**config.mk**
```make
export PLATFORM = sky130hd
export DESIGN_NAME = czono_op_seq
export DESIGN_NICKNAME = d
export VERILOG_FILES = /design/src/rtl/czono_op_seq.sv
export SDC_FILE = /design/constraint.sdc
export NUM_CORES = 1
export LEC_CHECK = 0
export ABC_AREA = 1
export CORE_AREA = 3 3 108 110
export CTS_CLUSTER_DIAMETER = 150
export DETAILED_ROUTE_END_ITERATION = 10
export DIE_AREA = 0 0 111 113
export PLACE_DENSITY_LB_ADDON = 0.1
export SKIP_LAST_GASP = 1
export SLEW_MARGIN = 20
export SYNTH_ARGS = -nofsm -noshare
export SYNTH_HDL_FRONTEND = slang
export SYNTH_SLANG_ARGS = --single-unit
```
**constraint.sdc**
```tcl
create_clock -name clk_i -period 6.9 [get_ports clk_i]
set_clock_uncertainty 0.05 [all_clocks]
set_input_delay 0.69 -clock clk_i [delete_from_list [all_inputs] [get_ports clk_i]]
set_output_delay 0.69 -clock clk_i [all_outputs]
set_load 0.01 [all_outputs]
```
**src/rtl/czono_op_seq.sv**
```systemverilog
// Command sequencer for the constrained-zonotope operation cores.
// Commands are queued in a small FIFO, checked for legality and dimension
// overflow, then the selected core is restarted, run, and watched until it
// reports a valid result or the run timer expires.
module czono_op_seq #(
  parameter int NGMAX  = 15,
  parameter int NCMAX  = 12,
  parameter int NRMAX  = 16,
  parameter int QDEPTH = 4,
  parameter int TMO    = 4096
) (
  input  logic                      clk_i,
  input  logic                      rstn_i,
  input  logic                      cmd_valid_i,
  output logic                      cmd_ready_o,
  input  logic [1:0]                cmd_op_i,
  input  logic [1:0]                cmd_src_i,
  input  logic [1:0]                cmd_dst_i,
  input  logic [$clog2(NGMAX)-1:0]  cmd_zng_i,
  input  logic [$clog2(NGMAX)-1:0]  cmd_yng_i,
  input  logic [$clog2(NCMAX)-1:0]  cmd_znc_i,
  input  logic [$clog2(NCMAX)-1:0]  cmd_ync_i,
  input  logic [$clog2(NRMAX)-1:0]  cmd_rnr_i,
  output logic                      core_rstn_o,
  output logic                      core_sel_o,
  output logic [1:0]                src_bank_o,
  output logic [1:0]                dst_bank_o,
  input  logic                      core_valid_i,
  output logic                      busy_o,
  output logic                      done_o,
  output logic                      err_o,
  output logic [1:0]                err_code_o
);

  localparam int GW  = $clog2(NGMAX);
  localparam int CW  = $clog2(NCMAX);
  localparam int RW  = $clog2(NRMAX);
  localparam int EW  = 6 + 2 * GW + 2 * CW + RW;
  localparam int AW  = (QDEPTH > 1) ? $clog2(QDEPTH) : 1;
  localparam int TW  = (TMO > 1) ? $clog2(TMO) : 1;
  // Sums carry two extra bits so that no overflow can hide an oversize request.
  localparam int SGW = GW + 2;
  localparam int SCW = ((CW > RW) ? CW : RW) + 2;

  localparam logic [SGW-1:0] NG_LIM   = SGW'(NGMAX);
  localparam logic [SCW-1:0] NC_LIM   = SCW'(NCMAX);
  localparam logic [TW-1:0]  TLAST    = TW'(TMO - 1);
  localparam logic [AW:0]    QFULL    = (AW + 1)'(QDEPTH);

  localparam logic [2:0] S_IDLE  = 3'd0;
  localparam logic [2:0] S_CHECK = 3'd1;
  localparam logic [2:0] S_ARM   = 3'd2;
  localparam logic [2:0] S_RUN   = 3'd3;
  localparam logic [2:0] S_DONE  = 3'd4;
  localparam logic [2:0] S_ERR   = 3'd5;

  logic [EW-1:0] fifo_mem [QDEPTH];
  logic [AW-1:0] wr_ptr;
  logic [AW-1:0] rd_ptr;
  logic [AW:0]   count;
  logic          full;
  logic          empty;
  logic          push;
  logic          pop;
  logic          ready_en;
  logic [EW-1:0] cmd_word;

  logic [2:0]    state_q;
  logic [2:0]    state_d;
  logic [EW-1:0] act_q;
  logic [TW-1:0] tmo_cnt;
  logic [1:0]    err_code_q;
  logic [1:0]    chk_code;
  logic          timeout_hit;

  logic [1:0]    act_op;
  logic [1:0]    act_src;
  logic [1:0]    act_dst;
  logic [GW-1:0] act_zng;
  logic [GW-1:0] act_yng;
  logic [CW-1:0] act_znc;
  logic [CW-1:0] act_ync;
  logic [RW-1:0] act_rnr;
  logic [SGW-1:0] gen_sum;
  logic [SCW-1:0] con_sum;

  assign cmd_word = {cmd_op_i, cmd_src_i, cmd_dst_i, cmd_zng_i, cmd_yng_i,
                     cmd_znc_i, cmd_ync_i, cmd_rnr_i};
  assign {act_op, act_src, act_dst, act_zng, act_yng, act_znc, act_ync, act_rnr} = act_q;

  assign full        = (count == QFULL);
  assign empty       = (count == '0);
  assign cmd_ready_o = ready_en && !full;
  assign push        = cmd_valid_i && cmd_ready_o;
  assign pop         = (state_q == S_IDLE) && !empty;
  assign timeout_hit = !core_valid_i && (tmo_cnt == TLAST);

  assign gen_sum = SGW'(act_zng) + SGW'(act_yng);
  assign con_sum = SCW'(act_znc) + SCW'(act_ync) + SCW'(act_rnr);

  // Ready is held off during reset and comes up on the first edge after release.
  always_ff @(posedge clk_i or negedge rstn_i) begin
    if (!rstn_i) ready_en <= 1'b0;
    else         ready_en <= 1'b1;
  end

  // Queue storage; contents are don't-care until written, only pointers reset.
  always_ff @(posedge clk_i) begin
    if (push) fifo_mem[wr_ptr] <= cmd_word;
  end

  // Queue pointers and occupancy; pointers wrap naturally at the power-of-two depth.
  always_ff @(posedge clk_i or negedge rstn_i) begin
    if (!rstn_i) begin
      wr_ptr <= '0;
      rd_ptr <= '0;
      count  <= '0;
    end else begin
      if (push) wr_ptr <= wr_ptr + AW'(1);
      if (pop)  rd_ptr <= rd_ptr + AW'(1);
      case ({push, pop})
        2'b10:   count <= count + (AW + 1)'(1);
        2'b01:   count <= count - (AW + 1)'(1);
        default: count <= count;
      endcase
    end
  end

  // Active command register, loaded from the queue head when IDLE pops.
  always_ff @(posedge clk_i or negedge rstn_i) begin
    if (!rstn_i)  act_q <= '0;
    else if (pop) act_q <= fifo_mem[rd_ptr];
  end

  // Legality check of the active command; illegal opcode takes priority.
  always_comb begin
    chk_code = 2'd0;
    if (act_op[1])
      chk_code = 2'd1;
    else if (act_src == act_dst)
      chk_code = 2'd2;
    else if ((act_op == 2'd1) && ((gen_sum > NG_LIM) || (con_sum > NC_LIM)))
      chk_code = 2'd2;
  end

  // Next-state logic of the sequencing FSM.
  always_comb begin
    state_d = state_q;
    case (state_q)
      S_IDLE:  if (!empty) state_d = S_CHECK;
      S_CHECK: state_d = (chk_code != 2'd0) ? S_ERR : S_ARM;
      S_ARM:   state_d = S_RUN;
      S_RUN: begin
        if (core_valid_i)     state_d = S_DONE;
        else if (timeout_hit) state_d = S_ERR;
      end
      S_DONE:  state_d = S_IDLE;
      S_ERR:   state_d = S_IDLE;
      default: state_d = S_IDLE;
    endcase
  end

  // State register; reset aborts any running operation without a pulse.
  always_ff @(posedge clk_i or negedge rstn_i) begin
    if (!rstn_i) state_q <= S_IDLE;
    else         state_q <= state_d;
  end

  // Run timer counts RUN cycles from zero and is cleared in every other state.
  always_ff @(posedge clk_i or negedge rstn_i) begin
    if (!rstn_i)                tmo_cnt <= '0;
    else if (state_q == S_RUN)  tmo_cnt <= tmo_cnt + TW'(1);
    else                        tmo_cnt <= '0;
  end

  // Error cause captured on the way into ERR, presented while err_o is high.
  always_ff @(posedge clk_i or negedge rstn_i) begin
    if (!rstn_i)
      err_code_q <= 2'd0;
    else if (state_q == S_CHECK)
      err_code_q <= chk_code;
    else if ((state_q == S_RUN) && timeout_hit)
      err_code_q <= 2'd3;
  end

  assign busy_o      = (state_q != S_IDLE);
  assign done_o      = (state_q == S_DONE);
  assign err_o       = (state_q == S_ERR);
  assign err_code_o  = err_o ? err_code_q : 2'd0;
  assign core_rstn_o = (state_q == S_RUN);
  assign core_sel_o  = (act_op == 2'd1);
  assign src_bank_o  = act_src;
  assign dst_bank_o  = act_dst;

endmodule

```
==> flow_summary_export.csv <==
group,metric,value,unit
layout,areaGrowthSynthToFinish,17.9,%
floorplan,die_h,113,um
clock_tree,cts_tree,"done",
global_route,grt_start_max_net_pins,55,
synth,ys_ff_latch,155,
global_route,grtUsageTotal,20.4,%
clock_tree,hold_buffers,0,
sta,setup_viol,0,
placement,portBuffers,41,
pwr,switching_share,34.2,%
synth,synth_top_family_by_area,"simple AND/OR/NAND/NOR gates",
clock_tree,clkLatencyLatePin,530,ps
placement,routabilityCongestion,0.761,
job,max_cap_violations,0,
floorplan,core,10800,sq um
sta,tns,0,ps
routing,drtIter0Drc,291,
synth,synth.net_count,608,
floorplan,die_w,111,um
worst_setup_path,cp_max_fo,9,
clock_tree,clockRootBuffer,"clkbuf_8",
sta,fin_crit_sh,40.3,%
worst_setup_path,reg2reg_depth,15,
pwr,cell_internal_pwr,0.00223,W
clock_tree,cts_setup_buffers,0,
sta,rsz0062_at_grt,"false",
global_route,grt_pass1_vias,4119,
worst_setup_path,endpoint_kind,"primary output",
worst_setup_path,cp-start-kind,"flip-flop",
worst_setup_path,path_class,"reg -> out",
worst_setup_path,startpoint,"state_q[1]",
clock_tree,clockBufferDepth,2,
pwr,vdd_drop_max,0.275,mV
placement,dp_hpwl,7030,um
pwr,seqPwrFrac,37.6,%
routing,vias,4047,
layout,final_nets,651,
layout,drive_above_1_share,7.97,%
pwr,power.switching,0.00116,W
clock_tree,cts_sinks,155,
routing,vias_per_cell,5.36,
sta,min_period,2780,ps
pwr,finalPower,0.00339,W
worst_setup_path,arrival,2040,ps
routing,post-route-drc-count,0,
synth,avgSynthCellArea,11.5,sq um
synth,ys_types,33,
clock_tree,cts_resized,0,
global_route,grt_pass1_wl,19900,um
global_route,antenna_found_initial,0,
floorplan,rows,38,
routing,wl_per_cell,15.8,um
routing,first_pass_iters,4,
layout,fin_util,70.3,%
routing,wirelength,11900,um
routing,ant_nets,0,
worst_setup_path,r2r_start,"act_q[1]",
sta,slew_violations,0,
synth,yosysWarnings,0,
clock_tree,cts_buffers,17,
pwr,p_per_area,447,nW/um^2
pwr,combPwrFrac,34.4,%
worst_setup_path,crit_required,6160,ps
floorplan,io_pins,42,
sta,fmaxAchievable,0.359,GHz
synth,synth_xor_area_share,0.816,%
min_path,hold_class,"in -> async",
synth,synth_mux_area_share,0,%
synth,synth-compound-area-share,9.06,%
global_route,overflow,0,
layout,diodes,0,
synth,ys_seq_area_share,68.4,%
synth,synth-adder-area-share,4.51,%
synth,synth_cells,559,
synth,syn_area,6440,sq um
pwr,power.share.clock,28.0,%
sta,worst_slew_pin_slew,984,ps
outcome,status,"finished clean",
clock_tree,cts_htree_levels,4,
sta,final_hold_viol_count,0,
clock_tree,clkTransAtPathRegs,60,ps
floorplan,dieArea,12500,sq um
floorplan,initial_core_util,59.6,%
pwr,p_leak,2.85,nW
sta,slew_headroom,34.4,%
synth,synth_simple_gate_area_share,12.8,%
## cells in the mapped netlist (all sizes together)
library cell,instances,area share (%)
ha,12,2.3
o31ai,1,0.12
nor3,8,0.80
xor2,2,0.27
a21oi,13,1.1
a31oi,22,2.1
o211ai,1,0.12
xnor2,4,0.54
clkbuf,13,0.76
nand2,38,2.2
nor3b,2,0.31
nor4,1,0.097
buf,12,1.1
o21ai,66,5.1
conb,1,0.058
o22ai,5,0.49
nand3,9,0.70
nor2,143,8.6
fa,7,2.2
edfxtp,104,49
dfrtp,51,20
inv,43,2.5
nand4,1,0.097
## worst max-delay path, stage by stage, from the launching register on
cell,delay (ps)
dfrtp_1,410
inv_2,80
nor3_4,400
clkdlybuf4s50_1,620
## layout make-up
type,instances,area (sq um)
Tap cell,140,175
Multi-Input combinational cell,336,1770
Clock buffer,23,467
Fill cell,765,3200
Inverter,43,164
Sequential cell,155,4400
Clock inverter,9,143
Timing Repair Buffer,49,478
## power groups by stage
stage,clock network [W],logic (W),registers (W)
after CTS,0.000964,0.00117,0.00128
after global routing,0.00101,0.00135,0.00130
after floorplan,0,0.000868,0.00127
after detailed placement,0,0.00116,0.00130
final,0.000950,0.00117,0.00128
after global placement,0,0.00110,0.00129
## flip-flops by register name, summed over array words and instances, names as in the netlist
| signal | count |
|---|---|
| act_q | 26 |
| state_q | 3 |
| ready_en | 1 |
| err_code_q | 2 |
| tmo_cnt | 12 |
| rd_ptr | 2 |
| wr_ptr | 2 |
| count | 3 |
| fifo_mem | 104 |
## layout by cell type, fill, tap and decap left out, drive strengths merged, types with 7 or more instances in the layout
master | Yosys | layout
nor3 | 8 | 8
nor2 | 143 | 143
a31oi | 22 | 22
o21ai | 66 | 66
edfxtp | 104 | 104
inv | 43 | 43
a21oi | 13 | 13
clkdlybuf4s50 | 0 | 40
buf | 12 | 9
ha | 12 | 12
nand2 | 38 | 38
clkbuf | 13 | 23
dfrtp | 51 | 51
nand3 | 9 | 9
fa | 7 | 7
## per-stage QoR
| stage | instance area [sq um] | hold slack [ps] | worst slack, ps | std cells |
|---|---|---|---|---|
| 4_1_cts | 7570 | 233 | 3890 | 754 |
| 3_3_place_gp | 6960 | 396 | 3970 | 722 |
| 5_1_grt | 7590 | 268 | 3990 | 755 |
| 3_5_place_dp | 6960 | 415 | 3910 | 722 |
| 6_report | 7590 | 229 | 4120 | 755 |
| 2_1_floorplan | 6440 | 344 | 4310 | 559 |
## path summary, 6_finish.rpt
kind	to	slack (ps)
max reg2reg	state_q[0]	4400
max	core_rstn_o	4120
min	wr_ptr[0]	230
max in group asynchronous	act_q[13]	6120
min in group clk_i	tmo_cnt[0]	420
min reg2reg	tmo_cnt[0]	420
## kinds of logic (layout without fill, tap and decap cells)
logic type / count (synthesis) / count (layout)
flip-flops: 155 / 155
other: 1 / 1
XOR/XNOR: 6 / 6
AO/OA/AOI/OAI: 108 / 108
buffers and inverters: 68 / 124
adder cells (fa/ha/maj): 19 / 19
AND/OR/NAND/NOR: 202 / 202
## routing by layer
metal | up-vias | track usage, % | share of wire (%)
li1 | 2001 | - | -
met3 | 16 | 6.04 | 5.0
met5 | - | 0 | 0
met2 | 87 | 33.3 | 50
met1 | 1943 | 25.6 | 43
met4 | 0 | 9.20 | 1.8
(Power assumes the default switching activity.)
==> variant (same settings) <==
`NRMAX`: 16 -> 32.
--- a/src/rtl/czono_op_seq.sv
+++ b/src/rtl/czono_op_seq.sv
@@ -6,5 +6,5 @@
   parameter int NGMAX  = 15,
   parameter int NCMAX  = 12,
-  parameter int NRMAX  = 16,
+  parameter int NRMAX  = 32,
   parameter int QDEPTH = 4,
   parameter int TMO    = 4096
Interface: changed (resized cmd_rnr_i); port bits go from 42 to 43. No check against the original RTL was run, so the function may have changed too.
==> variant against the unedited design <==
Final cell count is 1.5% higher; final area increased by 2.5%; sequential cell count is 5 higher; core utilization up 1.7 points; area after synthesis grew 3.5%; highest routed layer unchanged; critical path depth rose by 2; total power increased by 1.9%; wire length rose by 4.7%; first-iteration DRC count grew 20%; largest cell class unchanged; count of clock-buffer cells in the layout increased by 1; worst setup slack worse by 1.7 ps.
==> variant: results (changes against the unedited design) <==
### Setup path
• Bufs and invs on worst path: 3, was 2
• capturing instance or port of the critical path: err_code_o[1], was core_rstn_o
• worst reg2reg setup slack: 4370 ps, was 4400 ps

### Yosys
• most common library cells after synthesis: sky130_fd_sc_hd__nor2_1, sky130_fd_sc_hd__edfxtp_1, sky130_fd_sc_hd__o21ai_0, unchanged
• number of nets produced by synthesis: 621, was 608
• share of synthesized flip-flops with an asynchronous set or reset: 32.5%, was 32.9%
• sequential area share after synthesis: 68.2%, was 68.4%
• synthesized netlist cell count: 570, was 559
• biggest area contributors in the synthesized netlist: sky130_fd_sc_hd__edfxtp_1, sky130_fd_sc_hd__dfrtp_1, sky130_fd_sc_hd__nor2_1, sky130_fd_sc_hd__o21ai_0, sky130_fd_sc_hd__ha_1, unchanged

### Route
• First-pass DRT Iterations: 5, was 4
• aggregate routed wire length: 12.5 mm, was 11.9 mm
• via-per-instance ratio: 5.46, was 5.36
• WL/cell: 16.3 microns, was 15.8 microns

### Global route
• vias in the first global route: 4149, was 4119
• total global-route track usage: 21.5%, was 20.4%
• first-pass GRT wire length: 20.6 mm, was 19.9 mm
• largest net degree at the start of global routing: 57, was 55

### Place
• final estimated routing congestion in global placement: 0.784, was 0.761
• worst setup slack before clock tree synthesis: 4320 ps, was 3910 ps
• port bufs: 42, was 41

### Timing
• Hold Worst Slack: 216 ps, was 229 ps
• worst rel slew slack: 35.2%, was 34.4%

### Power and ir drop
• part of the power in registers: 38.2%, was 37.6%
• P_seq: 1.32 mW, was 1.28 mW
• worst vdd ir: 0.000290 V, was 0.000275 V
• internal power of the cells: 2.24 mW, was 2.23 mW
• proportion of power drawn by combinational gates: 34.7%, was 34.4%

### Layout
• fraction of final layout cells with drive strength greater than 1: 9.42%, was 7.97%
• total number of nets in the final design: 664, was 651

### Status
• outcome: completed, unchanged

==> variant: logic make-up after synthesis <==
logic type / count (synthesis) / synth area share (%)
XOR/XNOR: 7 / 0.920
buffers and inverters: 65 / 4.36
adder cells (fa/ha/maj): 20 / 4.54
AND/OR/NAND/NOR: 212 / 13.4
flip-flops: 160 / 68.2
other: 1 / 0.0563
AO/OA/AOI/OAI: 105 / 8.51
==> variant: routing by layer <==
metal  routed length, microns  vias up  share of wire [%]  track usage, %
met3                      596       20                4.8            6.36
met5                        0        -                  0               0
li1                         -     2032                  -               -
met2                     6400       81                 51            37.2
met1                     5270     2051                 42            25.6
met4                      224        0                1.8            8.21
==> variant: cell type report <==
class | count | area [sq um] | area share, %
Multi-Input combinational cell | 345 | 1840 | 23.7
Clock buffer | 24 | 460 | 5.92
Clock inverter | 8 | 129 | 1.66
Tap cell | 140 | 175 | 2.25
Sequential cell | 160 | 4540 | 58.4
Inverter | 39 | 149 | 1.91
Timing Repair Buffer | 50 | 475 | 6.11
